### src/rtl/cpu_pkg.sv
// Shared CPU encodings: ALU opcodes, ALU execute FSM states and condition flags.
// The decode-side opcode translator and the execute ALU both import these.
package cpu_pkg;

   typedef enum logic [2:0] {
      ADDA = 3'd0,
      SUBA = 3'd1,
      MULA = 3'd2,
      DIVA = 3'd3,
      ANDA = 3'd4,
      ORA  = 3'd5,
      XORA = 3'd6,
      NOTA = 3'd7
   } alu_op_t;

   typedef enum logic [1:0] {
      ST_IDLE,
      ST_MUL,
      ST_DIV,
      ST_DONE
   } alu_state_t;

   typedef struct packed {
      logic zero;
      logic neg;
      logic carry;
      logic ovf;
   } alu_flags_t;

endpackage

### src/rtl/alu_divider.sv
// Iterative restoring unsigned divider, one quotient bit per cycle, WIDTH cycles.
// done pulses during the final iteration; quotient and div_zero are valid with it.
// A zero divisor runs the full latency and naturally yields an all-ones quotient.
// Only instantiated when ALU_DIV_EN is defined.
module alu_divider #(
   parameter int unsigned WIDTH = 32
) (
   input  logic             clk,
   input  logic             rst,
   input  logic             start,
   input  logic [WIDTH-1:0] dividend,
   input  logic [WIDTH-1:0] divisor,
   output logic             done,
   output logic [WIDTH-1:0] quotient,
   output logic             div_zero
);

   localparam int unsigned CW = $clog2(WIDTH);
   localparam logic [CW-1:0] LAST = CW'(WIDTH - 1);

   logic             busy;
   logic [CW-1:0]    cnt;
   logic [WIDTH-1:0] quo;
   logic [WIDTH-1:0] dsr;
   logic [WIDTH-1:0] rem;
   logic [WIDTH:0]   shifted;
   logic [WIDTH:0]   trial;
   logic [WIDTH-1:0] quo_next;
   logic [WIDTH-1:0] rem_next;

   // One restoring step: shift in the next dividend bit, try to subtract the divisor.
   always_comb begin
      shifted  = {rem, quo[WIDTH-1]};
      trial    = shifted - {1'b0, dsr};
      quo_next = {quo[WIDTH-2:0], ~trial[WIDTH]};
      rem_next = trial[WIDTH] ? shifted[WIDTH-1:0] : trial[WIDTH-1:0];
   end

   assign done     = busy && (cnt == LAST);
   assign quotient = quo_next;
   assign div_zero = busy && (dsr == '0);

   // Iteration state; reset abandons any divide in flight.
   always_ff @(posedge clk) begin
      if (rst) begin
         busy <= 1'b0;
         cnt  <= '0;
         quo  <= '0;
         dsr  <= '0;
         rem  <= '0;
      end else if (start) begin
         busy <= 1'b1;
         cnt  <= '0;
         quo  <= dividend;
         dsr  <= divisor;
         rem  <= '0;
      end else if (busy) begin
         quo <= quo_next;
         rem <= rem_next;
         cnt <= cnt + CW'(1);
         if (cnt == LAST) begin
            busy <= 1'b0;
         end
      end
   end

endmodule

### src/rtl/alu_exec.sv
// Execute-stage ALU. Logic ops and ADD/SUB complete in one registered cycle; MUL
// (inline shift-add) and DIV (alu_divider) take WIDTH iterations and stall via in_ready.
// Optional feature macro: ALU_DIV_EN instantiates the iterative divider; without it DIV
// completes in one cycle with result 0 and div_err set.
module alu_exec
   import cpu_pkg::*;
#(
   parameter int unsigned WIDTH = 32
) (
   input  logic             clk,
   input  logic             rst,
   input  logic             in_valid,
   output logic             in_ready,
   input  logic [2:0]       alu_op,
   input  logic [WIDTH-1:0] a,
   input  logic [WIDTH-1:0] b,
   output logic             out_valid,
   output logic [WIDTH-1:0] result,
   output logic             zero,
   output logic             neg,
   output logic             carry,
   output logic             ovf,
   output logic             div_err
);

   localparam int unsigned CW = $clog2(WIDTH);
   localparam logic [CW-1:0] LAST = CW'(WIDTH - 1);

   alu_state_t         state;
   alu_op_t            op;
   alu_flags_t         flags;
   logic [CW-1:0]      cnt;
   logic [WIDTH-1:0]   mcand;
   logic [2*WIDTH-1:0] macc;

   logic [WIDTH:0]     add_full;
   logic [WIDTH:0]     sub_full;
   logic [WIDTH-1:0]   sc_res;
   logic               sc_carry;
   logic               sc_ovf;
   logic               sc_err;
   logic [WIDTH:0]     mul_sum;
   logic [2*WIDTH-1:0] mul_next;

   function automatic alu_flags_t mk_flags(input logic [WIDTH-1:0] r, input logic c,
                                           input logic v);
      alu_flags_t f;
      f.zero  = (r == '0);
      f.neg   = r[WIDTH-1];
      f.carry = c;
      f.ovf   = v;
      return f;
   endfunction

   assign op        = alu_op_t'(alu_op);
   assign in_ready  = (state == ST_IDLE);
   assign zero      = flags.zero;
   assign neg       = flags.neg;
   assign carry     = flags.carry;
   assign ovf       = flags.ovf;

   // Single-cycle datapath straight off the input operands.
   always_comb begin
      add_full = {1'b0, a} + {1'b0, b};
      sub_full = {1'b0, a} - {1'b0, b};
      sc_res   = '0;
      sc_carry = 1'b0;
      sc_ovf   = 1'b0;
      sc_err   = 1'b0;
      case (op)
         ADDA: begin
            sc_res   = add_full[WIDTH-1:0];
            sc_carry = add_full[WIDTH];
            sc_ovf   = (a[WIDTH-1] == b[WIDTH-1]) && (add_full[WIDTH-1] != a[WIDTH-1]);
         end
         SUBA: begin
            sc_res   = sub_full[WIDTH-1:0];
            sc_carry = sub_full[WIDTH];
            sc_ovf   = (a[WIDTH-1] != b[WIDTH-1]) && (sub_full[WIDTH-1] != a[WIDTH-1]);
         end
         MULA: sc_res = '0;
         DIVA: sc_err = 1'b1;  // only reaches the output when the divider is compiled out
         ANDA: sc_res = a & b;
         ORA:  sc_res = a | b;
         XORA: sc_res = a ^ b;
         NOTA: sc_res = ~a;
         default: sc_res = '0;
      endcase
   end

   // Shift-add step: low half holds the remaining multiplier bits, high half the partial sum.
   always_comb begin
      mul_sum  = {1'b0, macc[2*WIDTH-1:WIDTH]} + (macc[0] ? {1'b0, mcand} : '0);
      mul_next = {mul_sum, macc[WIDTH-1:1]};
   end

`ifdef ALU_DIV_EN
   logic             div_start;
   logic             div_done;
   logic             div_zero;
   logic [WIDTH-1:0] div_q;

   assign div_start = in_ready && in_valid && (op == DIVA);

   alu_divider #(
      .WIDTH(WIDTH)
   ) u_div (
      .clk     (clk),
      .rst     (rst),
      .start   (div_start),
      .dividend(a),
      .divisor (b),
      .done    (div_done),
      .quotient(div_q),
      .div_zero(div_zero)
   );
`endif

   // Control FSM with registered result, flags and out_valid pulse.
   always_ff @(posedge clk) begin
      if (rst) begin
         state     <= ST_IDLE;
         cnt       <= '0;
         mcand     <= '0;
         macc      <= '0;
         out_valid <= 1'b0;
         result    <= '0;
         flags     <= '0;
         div_err   <= 1'b0;
      end else begin
         out_valid <= 1'b0;
         case (state)
            ST_IDLE: begin
               if (in_valid) begin
                  if (op == MULA) begin
                     mcand <= a;
                     macc  <= {{WIDTH{1'b0}}, b};
                     cnt   <= '0;
                     state <= ST_MUL;
`ifdef ALU_DIV_EN
                  end else if (op == DIVA) begin
                     state <= ST_DIV;
`endif
                  end else begin
                     out_valid <= 1'b1;
                     result    <= sc_res;
                     flags     <= mk_flags(sc_res, sc_carry, sc_ovf);
                     div_err   <= sc_err;
                  end
               end
            end
            ST_MUL: begin
               macc <= mul_next;
               cnt  <= cnt + CW'(1);
               if (cnt == LAST) begin
                  state     <= ST_DONE;
                  out_valid <= 1'b1;
                  result    <= mul_next[WIDTH-1:0];
                  flags     <= mk_flags(mul_next[WIDTH-1:0], |mul_next[2*WIDTH-1:WIDTH], 1'b0);
                  div_err   <= 1'b0;
               end
            end
            ST_DIV: begin
`ifdef ALU_DIV_EN
               if (div_done) begin
                  state     <= ST_DONE;
                  out_valid <= 1'b1;
                  result    <= div_q;
                  flags     <= mk_flags(div_q, 1'b0, 1'b0);
                  div_err   <= div_zero;
               end
`else
               state <= ST_IDLE;
`endif
            end
            ST_DONE: state <= ST_IDLE;
            default: state <= ST_IDLE;
         endcase
      end
   end

endmodule

### config.mk
export PLATFORM = sky130hd
export DESIGN_NAME = alu_exec
export DESIGN_NICKNAME = d
export VERILOG_FILES = /design/src/rtl/cpu_pkg.sv /design/src/rtl/alu_divider.sv /design/src/rtl/alu_exec.sv
export SDC_FILE = /design/constraint.sdc
export NUM_CORES = 1
export LEC_CHECK = 0
export CAP_MARGIN = 10
export CORE_MARGIN = 8
export CORE_UTILIZATION = 40
export CTS_CLUSTER_SIZE = 8
export DETAILED_ROUTE_END_ITERATION = 10
export GPL_TIMING_DRIVEN = 0
export PLACE_DENSITY = 0.63
export SYNTH_ARGS = -nofsm -noshare
export SYNTH_HDL_FRONTEND = slang
export SYNTH_SLANG_ARGS = --single-unit
### constraint.sdc
create_clock -name clk -period 9.65 [get_ports clk]
set_input_delay 2.895 -clock clk [delete_from_list [all_inputs] [get_ports clk]]
set_output_delay 2.895 -clock clk [all_outputs]
set_load 0.01 [all_outputs]
==> summary.txt <==
Run status
  – Status: completed

Place
  – DP HPWL: 42600 um
  – Dpl ws: 1.65 ns
  – Post-DP Area: 14900 sq um
  – IO buf count: 106
  – GPL Wtd Cong: 1.01

Power
  – Pwr per Cell Area: 121 nW/um^2
  – Pint: 1.24 mW
  – P_sw: 634 uW
  – Maximum VDD drop: 0.0992 mV
  – Switch share: 33.8%
  – Clock power share: 36.8%
  – Pleak: 6.32 nW
  – Seq pwr share: 32.6%
  – Combinational power share: 30.6%

Setup path
  – Critical path launch point type: input port
  – Crit path max-delay family: compound AO/OA/AOI/OAI gates
  – Critical path arrival: 8.14 ns
  – CP max FO: 4
  – Critical path's slowest cell: o31ai_1
  – Critical Path, Cell by Cell: clkdlybuf4s50_1 > ha_1 > inv_1 > fa_1 > nand2b_1 > a21oi_1 > o21ai_1 > o311a_1 > o31ai_1 > a221oi_1 > a21oi_1 > o21ai_0 > or4_1 > or4_1 > o32ai_2
  – Crit path buf inv count: 2
  – Worst endpoint required time: 9.98 ns
  – Kind of critical path: in -> reg
  – Largest stage delay, worst path: 0.66 ns
  – Endpoint class of the critical path: flip-flop

Floorplanning
  – Die Span Y: 198 um
  – Core area: 32600 sq um
  – IO Count: 109
  – Die X: 198 um
  – Die area: 39200 sq um
  – # rows: 66
  – Initial Utilization: 40.6%

Yosys
  – Sequential share of the synthesized area: 21.1%
  – EDFF count, synth: 0
  – Synth Register Bits: 140
  – Async set-reset flop share out of synthesis: 0%
  – Synth Cell Area: 13300 sq um
  – Syn Area/Cell: 7.48 sq um
  – Synthesized instance count: 1773
  – Synth warn: 0
  – Primary FF master, synth: dfxtp_1
  – Synthesized Nets: 1985
  – Distinct cells, synth: 91

Timing
  – Max_slew headroom: 25.1%
  – FMAX: 128 MHz
  – Fin. max-slew vios: 0
  – Worst-Margin Slew: 1.12 ns
  – Worst setup margin: 1.85 ns
  – Fin crit period: 7.80 ns
  – RSZ-0062 raised after global routing: false
  – Final hold violation count: 0
  – Sum Neg Setup Slack: 0 ns
  – Final setup violating endpoints: 0
  – Clock Skews: 0.00928 ns
  – Final Cycle Share: 80.9%

Clocking
  – Total CTS buffers: 17
  – Root buf cell: clkbuf_16
  – Clk slew on worst S/H paths: 0.06 ns
  – Worst-Skew Late Latency: 0.42 ns
  – Clock sinks: 140
  – Clock Tree Buf Depth: 2
  – CTS Hold Buffers Added: 0
  – CTS tree: yes
  – # resized after CTS: 0
  – H-Tree Level Count: 4
  – Number of setup buffers added after CTS: 0

Route
  – DR vias/cell: 6.09
  – Total number of vias: 14300
  – First-pass DRT Iterations: 9
  – WL final: 53100 um
  – WL/cell: 22.5 um
  – Post-DRT Antenna Nets: 0
  – Initial drt markers: 1646
  – DRC: 0

GRT
  – First-pass GRT wire length: 80600 um
  – Largest net degree at the start of global routing: 17
  – Initial antenna violation count: 1
  – Gr usage total: 26.3%
  – Vias in the first global route: 13800
  – GR Overflow Total: 0

Final layout
  – Cell area after layout: 15500 sq um
  – Number of diodes: 0
  – Fillers: 3299
  – Nets: 2110
  – Share of layout cells above drive strength 1: 4.87%
  – Syn-to-layout area delta: 16.9%

Job
  – Max-Cap Viols: 0

Worst hold path
  – Hold Crit Class: reg -> reg
[layout by cell type, fill, tap and decap left out, types with 15 or more instances in the layout]
cell type,Yosys,routed
xnor2_1,35,35
nor2b_1,17,17
a21o_1,31,31
o21bai_1,16,16
a222oi_1,27,27
buf_1,15,15
a21oi_1,175,175
clkbuf_8,13,17
nand3_1,33,33
clkbuf_1,80,81
nor2_1,204,204
o21ai_0,92,92
o211ai_1,16,16
mux4_2,15,15
nand4_1,18,18
nor4_1,24,24
and2_1,38,38
nor3_1,35,35
clkdlybuf4s50_1,0,106
inv_1,129,129
a211oi_1,29,29
ha_1,139,139
dfxtp_1,140,140
a22oi_1,38,38
nand2_1,160,160
o31ai_1,17,17
clkbuf_16,0,17
[worst min-delay path, stage by stage (launching register included)]
cell	delay, ns
dfxtp_1	0.30
nand2_1	0.05
a21oi_1	0.05
[registers in the layout, summed over array words and instances, names as in the netlist]
register / count
mcand: 32
carry: 1
ovf: 1
state: 2
div_err: 1
zero: 1
result: 32
out_valid: 1
macc: 64
cnt: 5
[final timing paths]
check                        startpoint                     to  slack (ns)  cells after the start
setup / recovery                   b[0]      zero$_SDFFE_PP0P_        1.85                     15
hold reg to reg   mcand[7]$_SDFFE_PP0P_  mcand[7]$_SDFFE_PP0P_        0.45                      2
hold / removal    mcand[7]$_SDFFE_PP0P_  mcand[7]$_SDFFE_PP0P_        0.45                      2
setup reg to reg   macc[0]$_SDFFE_PP0P_     carry$_SDFFE_PP0P_        4.75                     16
[cell type report]
cell class	count	area [sq um]	share of cell area [%]
Tap cell	442	553	3.57
Inverter	130	488	3.15
Clock buffer	22	484	3.13
Timing Repair Buffer	106	1060	6.85
Clock inverter	10	138	0.888
Buffer	117	604	3.90
Multi-Input combinational cell	1386	9360	60.4
Sequential cell	140	2800	18.1
[layer usage]
| metal | vias to the layer above | track usage, % | wire, um |
|---|---|---|---|
| met2 | 714 | 43.5 | 24500 |
| li1 | 6697 | - | - |
| met5 | - | 0 | 11 |
| met4 | 2 | 10.5 | 2000 |
| met3 | 127 | 4.55 | 4470 |
| met1 | 6801 | 33.7 | 22100 |
[power by group through the flow]
stage,sequential (mW),combinational [mW],clock [mW]
final,0.611,0.575,0.691
after global routing,0.613,0.611,0.720
after CTS,0.611,0.558,0.693
after detailed placement,0.623,0.555,0
after global placement,0.623,0.553,0
after floorplan,0.623,0.338,0
[synth_stat cells (all sizes together), types with 7 or more instances]
cell	instances	share of area, %
clkbuf	93	3.6
o211ai	16	0.91
and2	38	1.8
nor3	35	1.3
a211oi	30	1.7
dfxtp	140	21
o21bai	16	0.91
inv	130	3.7
nor2b	17	0.80
a22oi	38	2.2
nand2b	13	0.61
nor2	204	5.8
xor2	8	0.53
a31oi	14	0.77
nor3b	7	0.43
a2111oi	8	0.53
a221oi	13	0.86
mux2i	11	0.83
a21o	31	1.8
nand2	160	4.5
nor4	24	1.1
nand3	33	1.2
xnor2	35	2.3
buf	24	0.94
a222oi	27	2.0
o22ai	8	0.38
nand4	18	0.85
o21a	8	0.45
mux4	17	2.9
o31ai	17	0.96
or4	10	0.57
or3	13	0.65
ha	139	13
a21oi	175	6.6
o21ai	96	3.7
[cell families (layout without fill, tap and decap cells)]
family | after synthesis | count (layout) | share of synthesized area [%]
fa+ha+maj | 142 | 142 | 13.6
mux | 29 | 29 | 3.86
simple gates | 599 | 599 | 21.3
xor+xnor | 43 | 43 | 2.84
buf+inv | 247 | 385 | 8.24
compound gates | 573 | 573 | 29.0
flops | 140 | 140 | 21.1
[through the flow]
stage               cells  power, mW  util [%]  hold slack [ns]
floorplan            1773      0.961         -            0.429
global placement     2321       1.18      45.6            0.439
detailed placement   2321       1.18      45.6            0.443
CTS                  2353       1.86      47.5            0.451
global route         2353       1.94      47.5            0.477
finish               2353       1.88      47.5            0.447
(Power assumes the default switching activity.)
